`src/rtl/mc_if.sv`:
```
// mc_if: instruction fields in, per-cycle datapath controls out of the multicycle control unit
interface mc_if;
  logic [1:0] Op;
  logic [5:0] Funct;
  logic [3:0] Rd;
  logic       PCS;
  logic       RegW;
  logic       MemW;
  logic [1:0] FlagW;
  logic       IRWrite;
  logic       NextPC;
  logic       AdrSrc;
  logic [1:0] ResultSrc;
  logic       ALUSrcA;
  logic [1:0] ALUSrcB;
  logic [1:0] ALUControl;
  logic [1:0] ImmSrc;
  logic [1:0] RegSrc;
  modport master (
    output Op, Funct, Rd,
    input  PCS, RegW, MemW, FlagW, IRWrite, NextPC, AdrSrc, ResultSrc,
           ALUSrcA, ALUSrcB, ALUControl, ImmSrc, RegSrc
  );
  modport slave (
    input  Op, Funct, Rd,
    output PCS, RegW, MemW, FlagW, IRWrite, NextPC, AdrSrc, ResultSrc,
           ALUSrcA, ALUSrcB, ALUControl, ImmSrc, RegSrc
  );
endinterface

```
`src/rtl/mc_controller.sv`:
```
// mc_controller: Moore FSM plus ALU/field decoders producing multicycle datapath controls
module mc_controller (
  input  logic clk,
  input  logic rst,
  mc_if.slave  bus
);
  typedef enum logic [3:0] {
    S_FETCH, S_DECODE, S_MEMADR, S_MEMRD, S_MEMWB,
    S_MEMWR, S_EXECUTER, S_EXECUTEI, S_ALUWB, S_BRANCH
  } state_t;
  state_t     r_state, w_next;
  logic       w_irw, w_npc, w_adrsrc, w_srca, w_regw, w_memw, w_branch, w_aluop, w_known;
  logic [1:0] w_ressrc, w_srcb, w_alu, w_flagw;
  logic [3:0] w_cmd;
  always_ff @(posedge clk or posedge rst)
    if (rst) r_state <= S_FETCH;
    else     r_state <= w_next;
  always_comb begin
    w_next   = S_FETCH;
    w_irw    = 1'b0;
    w_npc    = 1'b0;
    w_adrsrc = 1'b0;
    w_ressrc = 2'b00;
    w_srca   = 1'b0;
    w_srcb   = 2'b00;
    w_regw   = 1'b0;
    w_memw   = 1'b0;
    w_branch = 1'b0;
    w_aluop  = 1'b0;
    case (r_state)
      S_FETCH: begin
        w_irw    = 1'b1;
        w_npc    = 1'b1;
        w_srca   = 1'b1;
        w_srcb   = 2'b10;
        w_ressrc = 2'b10;
        w_next   = S_DECODE;
      end
      S_DECODE: begin
        w_srca   = 1'b1;
        w_srcb   = 2'b10;
        w_ressrc = 2'b10;
        w_next   = bus.Op == 2'b00 ? (bus.Funct[5] ? S_EXECUTEI : S_EXECUTER) :
                   bus.Op == 2'b01 ? S_MEMADR :
                   bus.Op == 2'b10 ? S_BRANCH : S_FETCH;
      end
      S_MEMADR: begin
        w_srcb = 2'b01;
        w_next = bus.Funct[0] ? S_MEMRD : S_MEMWR;
      end
      S_MEMRD: begin
        w_adrsrc = 1'b1;
        w_next   = S_MEMWB;
      end
      S_MEMWB: begin
        w_ressrc = 2'b01;
        w_regw   = 1'b1;
      end
      S_MEMWR: begin
        w_adrsrc = 1'b1;
        w_memw   = 1'b1;
      end
      S_EXECUTER: begin
        w_aluop = 1'b1;
        w_next  = S_ALUWB;
      end
      S_EXECUTEI: begin
        w_srcb  = 2'b01;
        w_aluop = 1'b1;
        w_next  = S_ALUWB;
      end
      S_ALUWB: w_regw = 1'b1;
      S_BRANCH: begin
        w_srcb   = 2'b01;
        w_ressrc = 2'b10;
        w_branch = 1'b1;
      end
      default: ;
    endcase
  end
  assign w_cmd   = bus.Funct[4:1];
  assign w_known = w_cmd == 4'b0100 || w_cmd == 4'b0010 || w_cmd == 4'b0000 || w_cmd == 4'b1100;
  assign w_alu   = !w_aluop ? 2'b00 :
                   w_cmd == 4'b0010 ? 2'b01 :
                   w_cmd == 4'b0000 ? 2'b10 :
                   w_cmd == 4'b1100 ? 2'b11 : 2'b00;
  assign w_flagw = (w_aluop && w_known) ?
                   {bus.Funct[0], bus.Funct[0] & (w_cmd == 4'b0100 || w_cmd == 4'b0010)} : 2'b00;
  assign bus.IRWrite    = w_irw & ~rst;
  assign bus.NextPC     = w_npc & ~rst;
  assign bus.RegW       = w_regw & ~rst;
  assign bus.MemW       = w_memw & ~rst;
  assign bus.PCS        = ((w_regw & (bus.Rd == 4'hF)) | w_branch) & ~rst;
  assign bus.FlagW      = rst ? 2'b00 : w_flagw;
  assign bus.AdrSrc     = w_adrsrc;
  assign bus.ResultSrc  = w_ressrc;
  assign bus.ALUSrcA    = w_srca;
  assign bus.ALUSrcB    = w_srcb;
  assign bus.ALUControl = w_alu;
  assign bus.ImmSrc     = bus.Op;
  assign bus.RegSrc     = {bus.Op == 2'b01, bus.Op == 2'b10};
endmodule

```
`src/flat_wrapper.sv`:
```
// flat-port wrapper written by rule: the top's interface ports become plain ports
module mc_controller_flat 
  (clk, rst, bus_Op, bus_Funct, bus_Rd, bus_PCS, bus_RegW, bus_MemW, bus_FlagW, bus_IRWrite, bus_NextPC, bus_AdrSrc, bus_ResultSrc, bus_ALUSrcA, bus_ALUSrcB, bus_ALUControl, bus_ImmSrc, bus_RegSrc);
  mc_if bus_i ();
  input  logic clk;
  input  logic rst;
  input wire logic [$bits(bus_i.Op)-1:0] bus_Op;
  input wire logic [$bits(bus_i.Funct)-1:0] bus_Funct;
  input wire logic [$bits(bus_i.Rd)-1:0] bus_Rd;
  output wire logic [$bits(bus_i.PCS)-1:0] bus_PCS;
  output wire logic [$bits(bus_i.RegW)-1:0] bus_RegW;
  output wire logic [$bits(bus_i.MemW)-1:0] bus_MemW;
  output wire logic [$bits(bus_i.FlagW)-1:0] bus_FlagW;
  output wire logic [$bits(bus_i.IRWrite)-1:0] bus_IRWrite;
  output wire logic [$bits(bus_i.NextPC)-1:0] bus_NextPC;
  output wire logic [$bits(bus_i.AdrSrc)-1:0] bus_AdrSrc;
  output wire logic [$bits(bus_i.ResultSrc)-1:0] bus_ResultSrc;
  output wire logic [$bits(bus_i.ALUSrcA)-1:0] bus_ALUSrcA;
  output wire logic [$bits(bus_i.ALUSrcB)-1:0] bus_ALUSrcB;
  output wire logic [$bits(bus_i.ALUControl)-1:0] bus_ALUControl;
  output wire logic [$bits(bus_i.ImmSrc)-1:0] bus_ImmSrc;
  output wire logic [$bits(bus_i.RegSrc)-1:0] bus_RegSrc;
  assign bus_i.Op = bus_Op;
  assign bus_i.Funct = bus_Funct;
  assign bus_i.Rd = bus_Rd;
  assign bus_PCS = bus_i.PCS;
  assign bus_RegW = bus_i.RegW;
  assign bus_MemW = bus_i.MemW;
  assign bus_FlagW = bus_i.FlagW;
  assign bus_IRWrite = bus_i.IRWrite;
  assign bus_NextPC = bus_i.NextPC;
  assign bus_AdrSrc = bus_i.AdrSrc;
  assign bus_ResultSrc = bus_i.ResultSrc;
  assign bus_ALUSrcA = bus_i.ALUSrcA;
  assign bus_ALUSrcB = bus_i.ALUSrcB;
  assign bus_ALUControl = bus_i.ALUControl;
  assign bus_ImmSrc = bus_i.ImmSrc;
  assign bus_RegSrc = bus_i.RegSrc;
  mc_controller u_core (.clk(clk), .rst(rst), .bus(bus_i));
endmodule
```
`config.mk`:
```
export PLATFORM = sky130hd
export DESIGN_NAME = mc_controller_flat
export DESIGN_NICKNAME = d
export VERILOG_FILES = /design/src/rtl/mc_if.sv /design/src/rtl/mc_controller.sv /design/src/flat_wrapper.sv
export SDC_FILE = /design/constraint.sdc
export NUM_CORES = 1
export LEC_CHECK = 0
export CAP_MARGIN = 20
export CORE_MARGIN = 10
export CORE_UTILIZATION = 31
export CTS_BUF_LIST = sky130_fd_sc_hd__clkbuf_4
export DETAILED_ROUTE_END_ITERATION = 10
export GPL_ROUTABILITY_DRIVEN = 1
export GPL_TIMING_DRIVEN = 0
export PLACE_DENSITY = 0.77
export SYNTH_ARGS = -nofsm -noshare
export SYNTH_HDL_FRONTEND = slang
export SYNTH_SLANG_ARGS = --single-unit
```
`constraint.sdc`:
```
create_clock -name clk -period 1.25 [get_ports clk]
set_input_delay 0.1875 -clock clk [delete_from_list [all_inputs] [get_ports clk]]
set_output_delay 0.1875 -clock clk [all_outputs]
set_load 0.005 [all_outputs]
```
After elaboration in Yosys (flattened, before gate mapping)
Index checks and enable logic that the tools add are counted.

Input port bits: 14. Memories: 0. Word-level logic and storage cells: 58. Latch bits: 0. Output and inout port bits: 19. RAM bits: 0. Register bits after elaboration: 4. Memory bits (read-only): 0.

Bitwise operators: 8. Muxes and demuxes: 21. Shift operators: 0. Reductions and logical operators: 13. Add/sub/neg operators: 0. Multiply operators: 0. Magnitude comparators: 0. Equality and inequality tests: 15. Divide/modulo/power cells: 0.

Operators by type and width (number): 4-bit by 3-bit equality test with 1-bit output, second input constant (5); 4-bit one-hot mux with 5 select lines (1); 4-bit equality test, second input constant (4); 4-bit by 2-bit equality test with 1-bit output, second input constant (3); 2-bit two-way mux (6); 4-bit two-way mux (3); 4-bit zero test (2); 1-bit two-way mux (8); 2-bit one-hot mux with 2 select lines (2); 2-bit OR reduction (4); 1-bit bitwise AND (6); 3-bit OR reduction (2); 4-bit by 1-bit equality test with 1-bit output, second input constant (1); 1-bit logical OR (3); 3-bit two-way mux (1); 2-bit by 1-bit equality test with 1-bit output, second input constant (1); 2-bit equality test, second input constant (1); 2-bit zero test (1); 1-bit logical AND (1); 1-bit NOT (1); 1-bit OR (1).

Longest topological paths before layout
Word-level depth: 7. Gate-level depth with buffers: 4. Depth with buffers taken out: 3.

Worst setup path after synthesis
Ideal clock, no wire load.

Path type: register to output. Start point: register u_core.r_state[2]. End point: output bus_NextPC. Required time: 1062 ps. Path buffers: 2. Arrival time: 1330 ps. Path slack: -268 ps. Stages on the path, launching flop included: 5. Cells stage by stage: dfrtp_1 or2_2 clkbuf_1 nor4_1 buf_4.

Word-level cells in the longest chain between the ends: 3.

RTL lines: start, declared (RTL line mc_controller.sv:11) `state_t r_state, w_next;`; start signal, assigned (RTL line mc_controller.sv:17) `else r_state <= w_next;`; 4-bit zero test; 1-bit two-way mux; 1-bit bitwise AND; end, declared (RTL line flat_wrapper.sv:15) `output wire logic [$bits(bus_i.NextPC)-1:0] bus_NextPC;`.

Every way passes these cells.

Final worst setup path
Start point: register u_core.r_state[3]. End point: output bus_PCS.

Word-level cells in the longest chain between the ends: 6. Elaborated cells on any way between the ends: 9. Classes of those cells: 3 x eq/ne; 2 x mux; 3 x bitwise; 1 x reduce/logical.

RTL lines: 4-bit equality test or 4-bit by 3-bit equality test with 1-bit output (tied branches) (RTL line mc_controller.sv:30) `case (r_state)`; 2-bit OR reduction (no source line); 1-bit two-way mux (RTL line mc_controller.sv:30); 1-bit bitwise AND (RTL line mc_controller.sv:93) `assign bus.PCS = ((w_regw & (bus.Rd == 4'hF)) | w_branch) & ~rst;`; 1-bit OR (*) (RTL line mc_controller.sv:93); 1-bit bitwise AND (*) (RTL line mc_controller.sv:93); end, declared (RTL line flat_wrapper.sv:10) `output wire logic [$bits(bus_i.PCS)-1:0] bus_PCS;`.

Mark *: on every way between the ends. The rest lies on a longest branch, timed or not.

==> results.md <==
- Most frequent cells in the layout: buf_2 (14), buf_6 (13), buf_4 (12), clkdlybuf4s50_1 (12), nor2_1 (6)
- Yosys warns: 0
- Crit path DAT: ~1.7 ns
- Max cap viols: 0
- Grt total ovfl: 0
- Tcrit/Tclk final: 1.47
- Crit path from: u_core.r_state[3]
- Synthesized flop and latch total: 4
- RSZ-0062 raised after global routing: yes
- Synth Instances: approximately 60
- Sequential cell area: 103 um2
- Clock sink count: 4
- Gpl congestion: 0.767
- CTS Buf Count: 3
- Top Registers: u_core.r_state: 4 flops
- Routed len/inst: ~19 um
- First-pass GRT wire length: 3620 um
- Worst R2R Start: u_core.r_state[2]
- Root Driver: clkbuf_4
- Setup violators final: 18
- Pin count of the biggest net entering global routing: 11
- Clock skew: roughly 0.0039 ns
- Mapped Area: 447 um2
- Distinct cells, synth: 28
- Syn Area/Cell: ~7.3 um2
- Die Y-Extent: between 50 and 60 um
- Cell Pwr Density: about 2000 mW/mm2
- CP max stage delay: 0.40 ns
- Hold-fix buffers, CTS: 0
- Num rows: 13
- Hold Path Class: primary input to asynchronous set/reset pin
- Max Clock Freq: 544 MHz
- Pre-CTS setup slack: -0.855 ns
- Failing checks: negative setup slack
- Vias per std cell: between 5 and 6
- Vias in the first global route: 760
- Share of cells above drive strength 1: 0.655
- Total number of vias: 685
- I/O pin cnt: 33
- Worst-skew pair later-pin latency: between 0.2 and 0.3 ns
- DR iter-0 viols: 21
- Max IR drop VDD: 1370 uV
- Crit-path most repeated cell: buf_4
- # diodes: 0
- Worst Tran Pin Value: 0.359 ns
- Worst-path clk slew: roughly 0.05 ns
- CP Cell Sequence: buf_4 -> buf_4 -> nor2b_4 -> nor2_4 -> nor4b_4 -> buf_2
- Core area: 0.00133 mm2
- Post-synthesis net count: 75
- Final worst slack: -0.588 ns
- Multi-input gate area: 462 um2
- Minimum clock period: approximately 1.8 ns
- Final wirelength: between 2000 and 2500 um
- P_leak: between 0.0004 and 0.0005 uW
- Post-DP HPWL: about 1300 um
- Pre-antenna DRT Iters: 4
- Global Route Usage Sum: 0.132
- Final Max Slew Viols: 0
- H-tree depth: 1
- Largest Register: u_core.r_state
- Area delta synth->final: 150%
- Fill cells: 78
- Crit start category: flip-flop
- Status: finished, violations left
- CTS tree: done
- Worst slew margin: 0.760
- Crit. End Element: output pin
- Initial antenna violation count: 0
- Number of port buffers: 32
- Largest register FFs: 4
- TNS Setup: -6.37 ns
- Clk buf depth: 2
- DRC errors left: 0
- Flop-to-flop setup slack: -0.04 ns
- Commonest non-fill, non-tap cell in the layout: buf_2
- Slowest CP cell: dfrtp_2
- Crit Path Max Fanout: 3
- Die W: a little under 60 um
- Die area: 0.00336 mm2
- Post-route antenna net violation count: 0
- WP data required: around 1.1 ns
- Initial core utilization: 0.335
- Hold Fails Final Rpt: 0
- # nets final: roughly 130
- Post-synthesis sequential area ratio: 0.224
- Worst Path Class, Setup: flip-flop to output pin
==> synth_stat cells <==
cell type | number | share of area
a21oi_1 | 5 | 0.056
a22o_1 | 1 | 0.020
nand4bb_2 | 1 | 0.036
or3_1 | 1 | 0.014
and3_1 | 1 | 0.014
a211oi_2 | 1 | 0.028
nand3_1 | 2 | 0.022
mux2_2 | 1 | 0.025
nor4b_1 | 1 | 0.020
nand2b_1 | 1 | 0.014
nand2_1 | 2 | 0.017
xnor2_1 | 2 | 0.039
buf_2 | 2 | 0.022
or2_2 | 1 | 0.014
inv_1 | 2 | 0.017
nand3b_1 | 1 | 0.017
o21ai_0 | 2 | 0.022
clkbuf_1 | 2 | 0.017
nor3_1 | 2 | 0.022
buf_4 | 3 | 0.050
or3b_4 | 1 | 0.025
nor3b_1 | 1 | 0.017
nor2_1 | 10 | 0.084
nor4_1 | 3 | 0.042
nor2b_1 | 6 | 0.084
a21boi_0 | 1 | 0.017
a41oi_1 | 1 | 0.020
dfrtp_1 | 4 | 0.22
==> power breakdown <==
part	total, uW	switching, uW	internal [uW]	leakage [uW]
Combinational	1840	832	1010	0.000430
Sequential	228	40.2	188	0.0000487
Clock	225	81.2	143	0.0000184
Total	2300	953	1340	0.000497
==> critical path: cells and delay by family (launching register included) <==
kind | cells | cell delay (ns)
and+or+nand+nor | 3 | 0.53
buffers and inverters | 3 | 0.47
DFF | 1 | 0.40
==> routing by layer <==
layer | routed length (um) | GRT usage | up-vias
li1 | - | - | 322
met1 | 965 | 0.134 | 320
met2 | 1290 | 0.256 | 39
met3 | 155 | 0.0283 | 4
met4 | 18 | 0.0403 | 0
met5 | 0 | 0 | -
==> timing repair <==
action / in CTS / in global routing
pin swaps: 11 / 8
setup endpoints to repair: 19 / 19
resized for setup: 104 / 16
setup buffers: 22 / 4
==> per-stage QoR <==
step           total power, uW  cell area, um2  hold slack, ns   util  instances
4_1_cts                   2050            1070           0.311  0.800        132
5_1_grt                   2420            1120           0.325  0.839        131
2_1_floorplan              842             492         -0.0465      -         61
3_5_place_dp              1350             831           0.556  0.623        108
6_report                  2300            1120           0.301  0.839        131
3_3_place_gp              1330             831           0.540  0.623        108
==> cell families after synthesis <==
family / synth area share
and+or+nand+nor: 0.443
AOI/OAI and AO/OA: 0.162
buffers and inverters: 0.106
DFF: 0.224
xor gates and xnor gates: 0.0392
muxes: 0.0252
==> worst paths after layout <==
check,to,cells after the start
worst max-delay path,bus_PCS,6
max in group asynchronous,u_core.r_state[3],2
worst max register to register,u_core.r_state[3],7
worst min register to register,u_core.r_state[1],3
min in group clk,u_core.r_state[3],4
worst min-delay path,u_core.r_state[1],2
==> area by class of cell <==
class / count / share of cell area
timing repair buffer: 52 / 0.395
multi-input combinational: 48 / 0.413
buffer: 6 / 0.0503
clock buffer: 4 / 0.0268
sequential: 4 / 0.0917
tap: 15 / 0.0168
inverter: 2 / 0.00671
(Power assumes the default switching activity.)
